**src/rtl/count_monitor_pkg.sv**
```systemverilog
// Shared types for the count monitor: FSM states, event codes and the event record.
package count_monitor_pkg;

    // Widest count bus the event record can carry; WIDTH must not exceed this.
    localparam int unsigned EvtValueMax = 32;

    typedef enum logic [1:0] {
        StIdle  = 2'd0,
        StRun   = 2'd1,
        StSat   = 2'd2,
        StStall = 2'd3
    } state_e;

    typedef enum logic [1:0] {
        EvtStart  = 2'd0,
        EvtSat    = 2'd1,
        EvtStall  = 2'd2,
        EvtResume = 2'd3
    } evt_code_e;

    typedef struct packed {
        evt_code_e              code;
        logic [EvtValueMax-1:0] value;
    } evt_rec_t;

endpackage

```
**src/rtl/count_monitor_if.sv**
```systemverilog
// Event handshake between the count monitor and its consumer.
interface count_monitor_if #(
    parameter int unsigned WIDTH = 8
);
    logic             evt_valid;
    logic             evt_ready;
    logic [1:0]       evt_code;
    logic [WIDTH-1:0] evt_value;
    logic             evt_ovf;

    modport master (
        output evt_valid,
        input  evt_ready,
        output evt_code,
        output evt_value,
        output evt_ovf
    );

    modport slave (
        input  evt_valid,
        output evt_ready,
        input  evt_code,
        input  evt_value,
        input  evt_ovf
    );
endinterface

```
**src/rtl/count_monitor_evt_slot.sv**
```systemverilog
// One-entry event holding register; a push into a full slot without a transfer is
// dropped and recorded in the sticky overflow flag.
module count_monitor_evt_slot
    import count_monitor_pkg::*;
#(
    parameter int unsigned WIDTH = 8
) (
    input  logic              clk,
    input  logic              rst_n,
    input  logic              push,
    input  evt_rec_t          rec,
    count_monitor_if.master   evt
);

    logic     valid_q;
    logic     ovf_q;
    evt_rec_t rec_q;
    logic     xfer;

    assign xfer = valid_q && evt.evt_ready;

    always_ff @(posedge clk) begin
        if (!rst_n) begin
            valid_q <= 1'b0;
            ovf_q   <= 1'b0;
            rec_q   <= '0;
        end else if (push) begin
            if (!valid_q || xfer) begin
                rec_q   <= rec;
                valid_q <= 1'b1;
            end else begin
                ovf_q   <= 1'b1;
            end
        end else if (xfer) begin
            valid_q <= 1'b0;
        end
    end

    assign evt.evt_valid = valid_q;
    assign evt.evt_code  = rec_q.code;
    assign evt.evt_value = rec_q.value[WIDTH-1:0];
    assign evt.evt_ovf   = ovf_q;

    // Record bits above WIDTH are always zero-extended and never read.
    if (WIDTH < EvtValueMax) begin : g_value_hi
        logic unused_value_hi;
        assign unused_value_hi = ^rec_q.value[EvtValueMax-1:WIDTH];
    end

endmodule

```
**src/rtl/count_monitor.sv**
```systemverilog
// Watches an upstream counter: tracks change/wrap statistics and classifies it as
// idle, running, saturated at MAX or stalled, reporting transitions as events.
module count_monitor
    import count_monitor_pkg::*;
#(
    parameter int unsigned WIDTH       = 8,
    parameter int unsigned SAT_HOLD    = 3,
    parameter int unsigned STALL_LIMIT = 16
) (
    input  logic              clk,
    input  logic              rst_n,
    input  logic [WIDTH-1:0]  count,
    output logic [1:0]        state,
    output logic              sat_flag,
    output logic              stall_flag,
    output logic [15:0]       change_cnt,
    output logic [7:0]        wrap_cnt,
    count_monitor_if.master   evt
);

    localparam int unsigned SameW = $clog2(STALL_LIMIT + 1);
    localparam logic [SameW-1:0] SatHold    = SameW'(SAT_HOLD);
    localparam logic [SameW-1:0] StallLimit = SameW'(STALL_LIMIT);
    localparam logic [WIDTH-1:0] CountMax   = '1;

    state_e           state_q, state_d;
    logic [WIDTH-1:0] prev_q;
    logic [SameW-1:0] same_q, same_next;
    logic             sat_flag_q, stall_flag_q;
    logic [15:0]      change_cnt_q;
    logic [7:0]       wrap_cnt_q;

    logic             chg, is_max, wrap;
    logic             push;
    evt_rec_t         push_rec;

    always_comb begin
        chg       = (count != prev_q);
        is_max    = (count == CountMax);
        wrap      = chg && (prev_q == CountMax) && (count == '0);
        same_next = chg ? '0 : ((same_q == StallLimit) ? same_q : same_q + SameW'(1));

        state_d        = state_q;
        push           = 1'b0;
        push_rec       = '0;
        push_rec.value = EvtValueMax'(count);

        unique case (state_q)
            StIdle: begin
                if (chg) begin
                    state_d       = StRun;
                    push          = 1'b1;
                    push_rec.code = EvtStart;
                end
            end
            StRun: begin
                // Saturation is checked first so a count parked at MAX never stalls.
                if (is_max && same_next >= SatHold) begin
                    state_d       = StSat;
                    push          = 1'b1;
                    push_rec.code = EvtSat;
                end else if (!is_max && same_next >= StallLimit) begin
                    state_d       = StStall;
                    push          = 1'b1;
                    push_rec.code = EvtStall;
                end
            end
            StSat, StStall: begin
                if (chg) begin
                    state_d       = StRun;
                    push          = 1'b1;
                    push_rec.code = EvtResume;
                end
            end
            default: state_d = StIdle;
        endcase
    end

    always_ff @(posedge clk) begin
        if (!rst_n) begin
            state_q      <= StIdle;
            prev_q       <= '0;
            same_q       <= '0;
            sat_flag_q   <= 1'b0;
            stall_flag_q <= 1'b0;
            change_cnt_q <= '0;
            wrap_cnt_q   <= '0;
        end else begin
            state_q      <= state_d;
            prev_q       <= count;
            same_q       <= same_next;
            sat_flag_q   <= (state_d == StSat);
            stall_flag_q <= (state_d == StStall);
            if (chg && change_cnt_q != 16'hFFFF) begin
                change_cnt_q <= change_cnt_q + 16'd1;
            end
            if (wrap && wrap_cnt_q != 8'hFF) begin
                wrap_cnt_q <= wrap_cnt_q + 8'd1;
            end
        end
    end

    count_monitor_evt_slot #(
        .WIDTH (WIDTH)
    ) u_evt_slot (
        .clk   (clk),
        .rst_n (rst_n),
        .push  (push),
        .rec   (push_rec),
        .evt   (evt)
    );

    assign state      = state_q;
    assign sat_flag   = sat_flag_q;
    assign stall_flag = stall_flag_q;
    assign change_cnt = change_cnt_q;
    assign wrap_cnt   = wrap_cnt_q;

endmodule

```
**src/flat_wrapper.sv**
```systemverilog
// flat-port wrapper written by rule: the top's interface ports become plain ports
module count_monitor_flat import count_monitor_pkg::*;
#(
    parameter int unsigned WIDTH       = 8,
    parameter int unsigned SAT_HOLD    = 3,
    parameter int unsigned STALL_LIMIT = 16
)
  (clk, rst_n, count, state, sat_flag, stall_flag, change_cnt, wrap_cnt, evt_evt_valid, evt_evt_ready, evt_evt_code, evt_evt_value, evt_evt_ovf);
  count_monitor_if #(.WIDTH(WIDTH)) evt_i ();
  input  logic clk;
  input  logic rst_n;
  input  logic [WIDTH-1:0] count;
  output logic [1:0] state;
  output logic sat_flag;
  output logic stall_flag;
  output logic [15:0] change_cnt;
  output logic [7:0] wrap_cnt;
  output wire logic [$bits(evt_i.evt_valid)-1:0] evt_evt_valid;
  input wire logic [$bits(evt_i.evt_ready)-1:0] evt_evt_ready;
  output wire logic [$bits(evt_i.evt_code)-1:0] evt_evt_code;
  output wire logic [$bits(evt_i.evt_value)-1:0] evt_evt_value;
  output wire logic [$bits(evt_i.evt_ovf)-1:0] evt_evt_ovf;
  assign evt_evt_valid = evt_i.evt_valid;
  assign evt_i.evt_ready = evt_evt_ready;
  assign evt_evt_code = evt_i.evt_code;
  assign evt_evt_value = evt_i.evt_value;
  assign evt_evt_ovf = evt_i.evt_ovf;
  count_monitor #(.WIDTH(WIDTH), .SAT_HOLD(SAT_HOLD), .STALL_LIMIT(STALL_LIMIT)) u_core (.clk(clk), .rst_n(rst_n), .count(count), .state(state), .sat_flag(sat_flag), .stall_flag(stall_flag), .change_cnt(change_cnt), .wrap_cnt(wrap_cnt), .evt(evt_i));
endmodule
```
**config.mk**
```make
export PLATFORM = sky130hd
export DESIGN_NAME = count_monitor_flat
export DESIGN_NICKNAME = d
export VERILOG_FILES = /design/src/rtl/count_monitor_pkg.sv /design/src/rtl/count_monitor_if.sv /design/src/rtl/count_monitor_evt_slot.sv /design/src/rtl/count_monitor.sv /design/src/flat_wrapper.sv
export SDC_FILE = /design/constraint.sdc
export NUM_CORES = 1
export LEC_CHECK = 0
export BUFFER_PORTS_ARGS = -buffer_cell sky130_fd_sc_hd__buf_2
export CELL_PAD_IN_SITES_DETAIL_PLACEMENT = 2
export CELL_PAD_IN_SITES_GLOBAL_PLACEMENT = 2
export CORE_UTILIZATION = 35
export DETAILED_ROUTE_END_ITERATION = 10
export MAX_ROUTING_LAYER = met4
export PLACE_DENSITY = 0.89
export SYNTH_ARGS = -nofsm -noshare
export SYNTH_HDL_FRONTEND = slang
export SYNTH_SLANG_ARGS = --single-unit
```
**constraint.sdc**
```tcl
create_clock -name clk -period 4.9 [get_ports clk]
set_input_delay 0.735 -clock clk [delete_from_list [all_inputs] [get_ports clk]]
set_output_delay 0.735 -clock clk [all_outputs]
set_load 0.05 [all_outputs]
```
==> metrics.md <==
| Metric | Value |
|---|---|
| Multiplexer share of the synthesized area | `5.70%` |
| Synth top area share | `a little over two fifths` |
| Detailed-route via count | `approximately 2.1k` |
| Starting DRT DRC Count | `103` |
| Clk_lat worst skew | `0.31 ns` |
| Max IR drop VDD | `around 0.00015 V` |
| Final #Nets | `between 300 and 400` |
| Post-synthesis sequential area ratio | `42.7%` |
| # IOs | `around 50` |
| Initial antenna violation count | `0` |
| CTS max path bufs | `2` |
| Hold Fails Final Rpt | `0` |
| Final slew viol count | `0` |
| Die span in x | `about 86 µm` |
| Area Overhead vs Synth | `17.6%` |
| Pre-antenna DRT Iters | `4` |
| # DRC | `0` |
| Synthesized instance count | `about 270` |
| Main synth FF type | `dfxtp_1` |
| Crit path launch type | `primary input` |
| Largest family of logic cells by synthesized area | `simple AND/OR/NAND/NOR gates` |
| Worst-path maximum fanout | `17` |
| Reg clk slew, reported paths | `about 0.1 ns` |
| Number of global-route vias before repair | `around 2.2k` |
| Layout Cells excl Fill | `around 420` |
| Setup Fix Bufs, Post-CTS | `0` |
| WP data required | `5.11 ns` |
| Clk_skew | `about 0.0062 ns` |
| Post-DRT Antenna Nets | `0` |
| Grt ovf | `0` |
| Net switching power of the design | `roughly 220 µW` |
| Worst hold path type | `flip-flop to flip-flop` |
| Routability-driven placement congestion ratio | `just over 0.8` |
| First-pass GRT wire length | `between 10000 and 15000 µm` |
| GR Util All Layers | `between 10% and 20%` |
| Placed cell count | `between 400 and 500` |
| Starting Density | `approximately 36%` |
| # diodes | `0` |
| Layout cells sized above 1 | `about a fifth` |
| Crit end category | `flip-flop` |
| Simple-Gate Fraction of Synth Area | `29.2%` |
| CTS tree | `built` |
| Biggest area consumer among synthesized cells | `dfxtp_1` |
| Port Buffer Count | `50` |
| Synth Cell Area | `0.00248 mm²` |
| Sequential share of power | `around 53%` |
| Peak Freq | `375 MHz` |
| Syn_area_per_cell | `around 9.1 µm²` |
| Tightest Pin Transition | `approximately 0.85 ns` |
| Slew HR | `43.7%` |
| Std-Cell Rows | `30` |
| TNS Setup | `0 ns` |
| Yosys warning count | `0` |
| Clock root cell | `clkbuf_8` |
| Net Sw Frac | `26.0%` |
| Clock power frac | `a little under two fifths` |
| Post-Synth Adder-Cell Area | `~2.0%` |
| RSZ-0062 raised after global routing | `no` |
| Synth Area in Compound Gates | `approximately 6.0%` |
| Worst-path cell chain | `buf_2 -> xor2_1 -> nor4_1 -> and2_1 -> nor3_2 -> a21o_1 -> o221a_1` |
| CTS Buf Count | `5` |
| HPWL after DPL | `just under 5000 µm` |
| Period utilization | `about 54%` |
| Reg area | `0.00106 mm²` |
| Critical path's slowest cell | `and2_1` |
| Post_cts resized | `0` |
| Largest net degree at the start of global routing | `55` |
| Die area | `0.00743 mm²` |
| Max-cap violations | `0` |
| Worst r2r src | `u_core.same_q[0]` |
| Die H | `about 86 µm` |
| Core area | `just under 0.007 mm²` |
| Hold Crit Start | `u_core.u_evt_slot.evt.evt_value[2]` |
| H-tree depth | `2` |
| WHS Endpoint | `u_core.u_evt_slot.evt.evt_value[2]` |
| CP peak stage delay | `roughly 0.56 ns` |
| Post-synth ARST share | `0%` |
| Syn_nets | `roughly 290` |
| CTS sink count | `53` |
| Pwr/cell area | `294 mW/mm²` |
| Multi-input gate area | `between 0.001 and 0.0015 mm²` |
| Leakage power | `between 1 and 1.5 nW` |
| RR Endpoint | `u_core.u_evt_slot.evt.evt_value[6]` |
| WHS Path Cells | `2` |
| CP Data Arrival Time | `between 2 and 3 ns` |
| Synth Area in XOR/XNOR | `about a tenth` |
| DR WL/cell | `around 16 µm` |
| Critical path class | `primary input to flip-flop` |
| Reg2Reg Depth | `8` |
| Gate power share | `slightly above 10%` |
| Yosys reg bits | `53` |
| Internal | `634 µW` |
| Cts hold-fix bufs | `0` |
| Setup-failing EPs final | `0` |
| Final Critical Period | `~2.7 ns` |
| Synth unique cells | `between 40 and 50` |
| WL final | `just under 7000 µm` |
| Synth area leaders | `dfxtp_1, xor2_1, nand2_1` |
| Avg Vias per Cell | `around 5` |
| Fill count | `787` |
| FF-to-FF setup slack | `between 2 and 2.5 ns` |
| Status | `completed` |
| Post-synth EDFFs | `0` |
[worst max path at each step]
stage                     startpoint                                end  slack, ns  cells after the start
final                       count[7]  u_core.u_evt_slot.evt.evt_code[1]       2.23                      7
after global routing        count[7]  u_core.u_evt_slot.evt.evt_code[1]       2.04                      7
after CTS                   count[5]  u_core.u_evt_slot.evt.evt_code[1]       2.22                      7
after detailed placement    count[5]  u_core.u_evt_slot.evt.evt_code[1]       1.93                      7
after global placement      count[5]  u_core.u_evt_slot.evt.evt_code[1]       2.06                      7
after floorplan             count[5]  u_core.u_evt_slot.evt.evt_code[1]       2.68                      8
[sequential cells by signal (all words and copies together) (netlist names)]
| signal | cells |
|---|---|
| u_core.state | 2 |
| u_core.u_evt_slot.evt.evt_value | 8 |
| u_core.u_evt_slot.evt.evt_valid | 1 |
| u_core.sat_flag | 1 |
| u_core.u_evt_slot.evt.evt_code | 2 |
| u_core.change_cnt | 16 |
| u_core.prev_q | 8 |
| u_core.u_evt_slot.evt.evt_ovf | 1 |
| u_core.wrap_cnt | 8 |
| u_core.same_q | 5 |
| u_core.stall_flag | 1 |
[synthesized netlist by cell type (2+ instances only)]
| library cell | count |
|---|---|
| nor2_1 | 14 |
| clkbuf_1 | 6 |
| and4b_1 | 2 |
| buf_6 | 2 |
| xnor2_1 | 9 |
| and3_1 | 6 |
| dfxtp_1 | 53 |
| nand2b_1 | 3 |
| nand4_1 | 10 |
| nor3_1 | 2 |
| xor2_1 | 20 |
| a31oi_1 | 2 |
| nor3b_1 | 3 |
| and2_1 | 20 |
| a21boi_0 | 2 |
| inv_1 | 13 |
| mux2i_1 | 13 |
| ha_1 | 4 |
| nor4b_1 | 2 |
| a21oi_1 | 6 |
| and2b_2 | 2 |
| nand3_1 | 9 |
| nand2_1 | 36 |
| or2_2 | 2 |
| nor2b_1 | 3 |
| nor4_1 | 8 |
| o21ai_0 | 4 |
[cells by family after synthesis]
family	after synthesis
mux	14
flops	53
compound gates	22
xor+xnor	29
fa+ha+maj	4
buf+inv	22
simple gates	130
[placed cells by master, fill, tap and decap left out, types with 2 or more instances in the layout]
cell type | synthesis | layout
dfxtp_1 | 53 | 53
and2b_2 | 2 | 2
nand2b_1 | 3 | 3
nor3_1 | 2 | 2
buf_2 | 0 | 50
a21boi_0 | 2 | 2
inv_1 | 13 | 13
a31oi_1 | 2 | 2
a21oi_1 | 6 | 6
mux2i_1 | 13 | 13
or2_2 | 2 | 2
ha_1 | 4 | 4
and3_1 | 6 | 6
and2_1 | 20 | 20
xnor2_1 | 9 | 9
clkbuf_8 | 0 | 6
nand4_1 | 10 | 10
nor4b_1 | 2 | 2
o21ai_0 | 4 | 4
xor2_1 | 20 | 20
nor2b_1 | 3 | 3
nor3b_1 | 3 | 3
nand2_1 | 36 | 36
nor4_1 | 8 | 8
nor2_1 | 14 | 14
and4b_1 | 2 | 2
nand3_1 | 9 | 9
[per-stage QoR]
stage	instance area [µm²]	setup WS (ns)	hold WS, ns	utilization (%)	total power [mW]
detailed placement	2800	1.93	0.454	41.0	0.549
floorplan	2480	2.68	0.531	-	0.524
finish	2920	2.23	0.460	42.7	0.858
global route	2920	2.04	0.492	42.7	0.891
global placement	2800	2.06	0.438	41.0	0.546
CTS	2920	2.22	0.469	42.7	0.869
[cell type report]
cell class	count	share of cell area, %
inverter	13	1.67
sequential	53	36.3
timing repair buffer	50	8.57
clock inverter	2	1.29
multi-input combinational	199	45.2
clock buffer	6	2.83
tap	96	4.11
[worst max-delay path, delay by kind of cell]
| family | cells | cell delay (ns) |
|---|---|---|
| AO/OA/AOI/OAI | 2 | 0.69 |
| AND/OR/NAND/NOR | 3 | 1.16 |
| XOR/XNOR | 1 | 0.16 |
| buffers and inverters | 1 | 0.12 |
[routing by layer]
layer / global-route usage, % / up-vias / routed length (µm)
li1: - / 1025 / -
met1: 23.5 / 1044 / 2950
met2: 35.2 / 38 / 3540
met3: 3.71 / 6 / 208
met4: 4.55 / 0 / 62
met5: - / - / 0
[power by group through the flow]
stage / Clock [mW] / Sequential [mW] / Combinational [mW]
5_1_grt: 0.344 / 0.454 / 0.0932
4_1_cts: 0.329 / 0.453 / 0.0882
2_1_floorplan: 0 / 0.490 / 0.0338
3_5_place_dp: 0 / 0.462 / 0.0870
3_3_place_gp: 0 / 0.462 / 0.0842
6_report: 0.318 / 0.452 / 0.0869
Power figures use the tool's default switching activity.
